## src/rtl/window_controller_if.sv

```systemverilog
// Pixel-in and window-out handshake bundle for window_controller.
// The master modport is the controller's view; slave is the surrounding source/sink.
`ifndef WORD_SIZE
`define WORD_SIZE 8
`endif

interface window_controller_if #(
    parameter int WORD_SIZE = `WORD_SIZE,
    parameter int X_BITS    = 11,
    parameter int Y_BITS    = 11
);
    logic                 in_valid;
    logic                 in_sof;
    logic [WORD_SIZE-1:0] in_data;
    logic                 in_ready;
    logic                 win_valid;
    logic                 win_ready;
    logic [X_BITS-1:0]    win_x;
    logic [Y_BITS-1:0]    win_y;

    modport master (
        input  in_valid, in_sof, in_data, win_ready,
        output in_ready, win_valid, win_x, win_y
    );

    modport slave (
        output in_valid, in_sof, in_data, win_ready,
        input  in_ready, win_valid, win_x, win_y
    );
endinterface

```

## src/rtl/window_controller.sv

```systemverilog
// Raster sequencer for window_generator: tracks (x,y), flags fully populated in-frame windows.
// Latency: 1 cycle from pixel push to win_valid, aligned with the generator's registered dout.
// Backpressure: in_ready drops while a window is held unconsumed, freezing the generator.
`ifndef WORD_SIZE
`define WORD_SIZE 8
`endif
`ifndef FRAME_WIDTH
`define FRAME_WIDTH 640
`endif
`ifndef FRAME_HEIGHT
`define FRAME_HEIGHT 480
`endif

module window_controller #(
    parameter int WORD_SIZE    = `WORD_SIZE,
    parameter int FRAME_WIDTH  = `FRAME_WIDTH,
    parameter int FRAME_HEIGHT = `FRAME_HEIGHT,
    parameter int WIDTH        = 3,
    parameter int HEIGHT       = 3,
    parameter int X_BITS       = 11,
    parameter int Y_BITS       = 11
) (
    input  logic                 clk,
    input  logic                 reset_n,
    window_controller_if.master  bus,
    output logic                 gen_en,
    output logic [WORD_SIZE-1:0] gen_din,
    output logic                 frame_done,
    output logic                 sync_err,
    output logic [15:0]          frame_count
);
    localparam logic [0:0] IDLE   = 1'b0;
    localparam logic [0:0] ACTIVE = 1'b1;

    localparam logic [X_BITS-1:0] X_LAST = X_BITS'(FRAME_WIDTH - 1);
    localparam logic [Y_BITS-1:0] Y_LAST = Y_BITS'(FRAME_HEIGHT - 1);
    localparam logic [X_BITS-1:0] X_MIN  = X_BITS'(WIDTH - 1);
    localparam logic [Y_BITS-1:0] Y_MIN  = Y_BITS'(HEIGHT - 1);

    logic [0:0]        state;
    logic [X_BITS-1:0] x_cnt;
    logic [Y_BITS-1:0] y_cnt;
    logic [X_BITS-1:0] coord_x;
    logic [Y_BITS-1:0] coord_y;
    logic              in_ready;
    logic              push;
    logic              line_end;
    logic              last_px;
    logic              complete;

    logic              win_valid_q;
    logic [X_BITS-1:0] win_x_q;
    logic [Y_BITS-1:0] win_y_q;

    // A held window blocks new pixels so the generator never shifts under it.
    assign in_ready = !win_valid_q || bus.win_ready;
    assign push     = bus.in_valid && in_ready && (state == ACTIVE || bus.in_sof);

    // sof always restarts the raster, even mid-frame.
    assign coord_x  = bus.in_sof ? '0 : x_cnt;
    assign coord_y  = bus.in_sof ? '0 : y_cnt;
    assign line_end = (coord_x == X_LAST);
    assign last_px  = line_end && (coord_y == Y_LAST);

    // Columns that straddle a line wrap have x < WIDTH-1, so they are excluded here.
    assign complete = (coord_y >= Y_MIN) && (coord_x >= X_MIN);

    assign gen_en        = push;
    assign gen_din       = bus.in_data;
    assign bus.in_ready  = in_ready;
    assign bus.win_valid = win_valid_q;
    assign bus.win_x     = win_x_q;
    assign bus.win_y     = win_y_q;

    always_ff @(posedge clk or negedge reset_n) begin
        if (!reset_n) begin
            state <= IDLE;
            x_cnt <= '0;
            y_cnt <= '0;
        end else if (push) begin
            state <= last_px ? IDLE : ACTIVE;
            if (line_end) begin
                x_cnt <= '0;
                y_cnt <= last_px ? '0 : coord_y + Y_BITS'(1);
            end else begin
                x_cnt <= coord_x + X_BITS'(1);
                y_cnt <= coord_y;
            end
        end
    end

    always_ff @(posedge clk or negedge reset_n) begin
        if (!reset_n) begin
            win_valid_q <= 1'b0;
            win_x_q     <= '0;
            win_y_q     <= '0;
        end else if (push) begin
            win_valid_q <= complete;
            win_x_q     <= coord_x;
            win_y_q     <= coord_y;
        end else if (win_valid_q && bus.win_ready) begin
            win_valid_q <= 1'b0;
        end
    end

    always_ff @(posedge clk or negedge reset_n) begin
        if (!reset_n) begin
            frame_done  <= 1'b0;
            sync_err    <= 1'b0;
            frame_count <= '0;
        end else begin
            frame_done <= push && last_px;
            sync_err   <= push && bus.in_sof && (state == ACTIVE);
            if (push && last_px) begin
                frame_count <= frame_count + 16'd1;
            end
        end
    end
endmodule

```

## src/flat_wrapper.sv

```systemverilog
// flat-port wrapper written by rule: the top's interface ports become plain ports
module window_controller_flat 
#(
    parameter int WORD_SIZE    = `WORD_SIZE,
    parameter int FRAME_WIDTH  = `FRAME_WIDTH,
    parameter int FRAME_HEIGHT = `FRAME_HEIGHT,
    parameter int WIDTH        = 3,
    parameter int HEIGHT       = 3,
    parameter int X_BITS       = 11,
    parameter int Y_BITS       = 11
)
  (clk, reset_n, gen_en, gen_din, frame_done, sync_err, frame_count, bus_in_valid, bus_in_sof, bus_in_data, bus_win_ready, bus_in_ready, bus_win_valid, bus_win_x, bus_win_y);
  window_controller_if #(.WORD_SIZE(WORD_SIZE), .X_BITS(X_BITS), .Y_BITS(Y_BITS)) bus_i ();
  input  logic clk;
  input  logic reset_n;
  output logic gen_en;
  output logic [WORD_SIZE-1:0] gen_din;
  output logic frame_done;
  output logic sync_err;
  output logic [15:0] frame_count;
  input wire logic [$bits(bus_i.in_valid)-1:0] bus_in_valid;
  input wire logic [$bits(bus_i.in_sof)-1:0] bus_in_sof;
  input wire logic [$bits(bus_i.in_data)-1:0] bus_in_data;
  input wire logic [$bits(bus_i.win_ready)-1:0] bus_win_ready;
  output wire logic [$bits(bus_i.in_ready)-1:0] bus_in_ready;
  output wire logic [$bits(bus_i.win_valid)-1:0] bus_win_valid;
  output wire logic [$bits(bus_i.win_x)-1:0] bus_win_x;
  output wire logic [$bits(bus_i.win_y)-1:0] bus_win_y;
  assign bus_i.in_valid = bus_in_valid;
  assign bus_i.in_sof = bus_in_sof;
  assign bus_i.in_data = bus_in_data;
  assign bus_i.win_ready = bus_win_ready;
  assign bus_in_ready = bus_i.in_ready;
  assign bus_win_valid = bus_i.win_valid;
  assign bus_win_x = bus_i.win_x;
  assign bus_win_y = bus_i.win_y;
  window_controller #(.WORD_SIZE(WORD_SIZE), .FRAME_WIDTH(FRAME_WIDTH), .FRAME_HEIGHT(FRAME_HEIGHT), .WIDTH(WIDTH), .HEIGHT(HEIGHT), .X_BITS(X_BITS), .Y_BITS(Y_BITS)) u_core (.clk(clk), .reset_n(reset_n), .bus(bus_i), .gen_en(gen_en), .gen_din(gen_din), .frame_done(frame_done), .sync_err(sync_err), .frame_count(frame_count));
endmodule
```

## config.mk

```make
export PLATFORM = sky130hd
export DESIGN_NAME = window_controller_flat
export DESIGN_NICKNAME = d
export VERILOG_FILES = /design/src/rtl/window_controller_if.sv /design/src/rtl/window_controller.sv /design/src/flat_wrapper.sv
export SDC_FILE = /design/constraint.sdc
export NUM_CORES = 1
export LEC_CHECK = 0
export ABC_AREA = 0
export CAP_MARGIN = 0
export CORE_MARGIN = 2
export CORE_UTILIZATION = 25
export DETAILED_ROUTE_END_ITERATION = 6
export PLACE_DENSITY = 0.48
export SYNTH_ARGS = -nofsm -noshare
export SYNTH_HDL_FRONTEND = slang
export SYNTH_SLANG_ARGS = --single-unit
```

## constraint.sdc

```tcl
create_clock -name clk -period 6.2 [get_ports clk]
set_clock_uncertainty 0.1 [all_clocks]
set_input_delay 0.62 -clock clk [delete_from_list [all_inputs] [get_ports clk]]
set_output_delay 0.62 -clock clk [all_outputs]
set_load 0.005 [all_outputs]
```

==> impl_metrics.yaml <==
timing:
  rsz0062_at_grt: "no"
  report.final.slew_viol_count: 0
  fin_crit_ns: 3.97
  hold_ws_ns: 0.363
  fmax_mhz: 252
  max_slew_margin_pct: 26.2
  finalHoldViolations: 0
  fin_tns_setup_ns: 0
  post-route-period-util_pct: 64.0
  tightestPinTransition_ns: 1.10
  setup_viol: 0
synth:
  synth_top_area_share_pct: 47.7
  synth_nets: 379
  synth-seq-area-share_pct: 47.7
  synthDistinctLibCells: 48
  yosys.area.top_type: "dfrtp_1"
  yosys.area_share.simple_pct: 26.3
  ys_ff_latch: 64
  synth_ff_type: "dfrtp_1"
  syn_inst: 361
  synth_area_um2: 3350
  syn-mean-instance-area_um2: 9.29
  async_flop_share_pct: 100
  ys_top_cells_by_area: "dfrtp_1 (48%), nand2_1 (7.4%), o21ai_0 (4.3%)"
  synth_edf_count: 0
  synth_top_family_by_area: "simple AND/OR/NAND/NOR gates"
  yosys_warnings: 0
  synth_xor_area_share_pct: 3.92
  synth_compound_area_share_pct: 11.6
  synth_fa_ha_area_share_pct: 1.86
  synthMuxAreaShare_pct: 2.50
finish:
  fin_nets: 409
  n_fill_cell: 1364
  final_cell_mix: "nand2_1 (66), dfrtp_1 (64), clkdlybuf4s50_1 (46)"
  syn_to_final_growth_pct: 24.7
  n_antenna_cell: 0
  mostFrequentLayoutCell: "nand2_1"
  instances_no_fill: 572
  regArea_um2: 1600
  drive_gt1_share_pct: 9.09
  multi_input_area_um2: 1550
placement:
  routabilityCongestion: 0.806
  portBuffers: 47
  dpl.cell_count: 556
  dp_hpwl_um: 5730
floorplan:
  die_h_um: 120
  fp-row-count: 42
  core_um2: 13200
  die-area_um2: 14400
  start_util_pct: 25.4
  die_width_um: 120
  io-pin-count: 64
clocking:
  cts_tree: "built"
  ctsResizeCount: 0
  cts_max_path_buffers: 2
  cts_setup_buffers: 0
  clock_sinks: 64
  clkTransAtPathRegs_ns: 0.06
  htree_levels: 3
  cts_inserted_buffers: 9
  cts_root_buf: "clkbuf_16"
  clock_latency_ns: 0.33
  hold_buffers: 0
critical_path:
  arrival_ns: 4.09
  endpoint: "u_core.frame_count[1]$_DFFE_PN0P_"
  end_kind: "flop"
  crit_start: "bus_in_sof"
  worst_ep_required_time_ns: 6.32
  reg2reg_slack_ns: 3.01
  r2r-end: "u_core.frame_count[1]$_DFFE_PN0P_"
  reg2reg_depth: 7
  worstSetupStartpointType: "primary input"
  worst-setup-path-type: "in2reg"
  cp_max_fo: 20
  timing.rr.start: "u_core.x_cnt[1]$_DFFE_PN0P_"
global_route:
  grt_overflow: 0
  grt_max_degree: 87
  grt.total_usage_pct: 12.4
  grt_antenna_before_repair: 0
  grt_pass1_vias: 2645
  grt_pass1_wl_um: 14100
routing:
  dr.pass1.iters: 4
  finalWirelength_um: 8540
  post-route-drc-count: 0
  ant_nets: 0
  vias: 2694
  drt_iter0_markers: 142
  avgViaCountPerCell: 4.71
  wl_per_cell_um: 14.9
power_and_ir_drop:
  p_per_area_nw_per_um2: 233
  leakagePower_uw: 0.00181
  max-vdd-ir-drop_mv: 0.133
min_path:
  hp-class: "reg2reg"
status:
  status: "complete, no violations"
run:
  maxCapViolations: 0
[worst min-delay path by stage]
stage                                  startpoint                                 end  slack, ns  depth (start not counted)
3_5_place_dp      u_core.bus.win_y[4]$_DFFE_PN0P_     u_core.bus.win_y[4]$_DFFE_PN0P_       0.36                          2
2_1_floorplan                             reset_n    u_core.bus.win_valid$_DFFE_PN0P_       0.22                          0
6_report       u_core.frame_count[15]$_DFFE_PN0P_  u_core.frame_count[15]$_DFFE_PN0P_       0.36                          1
4_1_cts        u_core.frame_count[15]$_DFFE_PN0P_  u_core.frame_count[15]$_DFFE_PN0P_       0.37                          1
3_3_place_gp      u_core.bus.win_y[4]$_DFFE_PN0P_     u_core.bus.win_y[4]$_DFFE_PN0P_       0.36                          2
5_1_grt        u_core.frame_count[15]$_DFFE_PN0P_  u_core.frame_count[15]$_DFFE_PN0P_       0.38                          1
[worst max-delay path: stages]
cell and delay [ns]:
clkdlybuf4s50_1 0.60, buf_4 0.31, nor2b_1 0.22, ha_1 0.30, nand2_1 0.10, or4_4 0.57, or2_1 0.59, nor2_1 0.39
mux2_2 0.37
[state kept, by name, indices dropped and copies added, names as in the netlist]
register and cells:
u_core.bus.win_valid 1, u_core.bus.win_x 11, u_core.bus.win_y 11, u_core.frame_count 16, u_core.frame_done 1, u_core.state 1
u_core.sync_err 1, u_core.x_cnt 11, u_core.y_cnt 11
[cells by family after synthesis]
logic type      count (synthesis)
compound gates                 65
buf+inv                        40
xor+xnor                       15
simple gates                  164
mux                             8
fa+ha+maj                       5
flops                          64
[power breakdown]
part           total (µW)  switching, µW  internal (µW)
clock                 483            180            303
sequential            435           8.89            426
combinational        58.8           37.8           21.0
[stage by stage]
step	util, %	total power, µW	area, µm²	setup slack (ns)
floorplan	-	477	3350	3.13
global placement	29.5	502	3900	1.94
detailed placement	29.5	502	3900	1.90
CTS	31.7	990	4180	2.26
global route	31.7	1020	4180	2.01
finish	31.7	976	4180	2.23
[Yosys cell counts (4+ instances only)]
cell / n
a21oi_1: 12
a31oi_1: 4
and3_1: 6
buf_4: 8
clkbuf_1: 20
dfrtp_1: 64
ha_1: 5
inv_1: 7
mux2i_1: 5
nand2_1: 66
nand3_1: 17
nand4_1: 8
nor2_1: 18
nor2b_1: 4
nor3_1: 8
nor4_1: 9
nor4_2: 6
o21ai_0: 29
o31ai_1: 7
xor2_1: 14
[layout make-up]
| cell class | count | share of cell area, % |
|---|---|---|
| well taps | 176 | 5.26 |
| clock buffers | 14 | 6.55 |
| clock inverters | 2 | 0.299 |
| multi-input cells | 257 | 37.1 |
| repair buffers | 51 | 11.8 |
| inverters | 8 | 0.718 |
| flip-flops and latches | 64 | 38.3 |
[per-layer routing]
layer	GRT usage, %	vias to the layer above	share of wire, %
met3	2.90	13	5.3
li1	-	1331	-
met1	16.6	1290	48
met4	7.06	0	2.4
met2	18.4	60	44
met5	0	-	0
No activity file was read; power rests on OpenSTA's default activity.
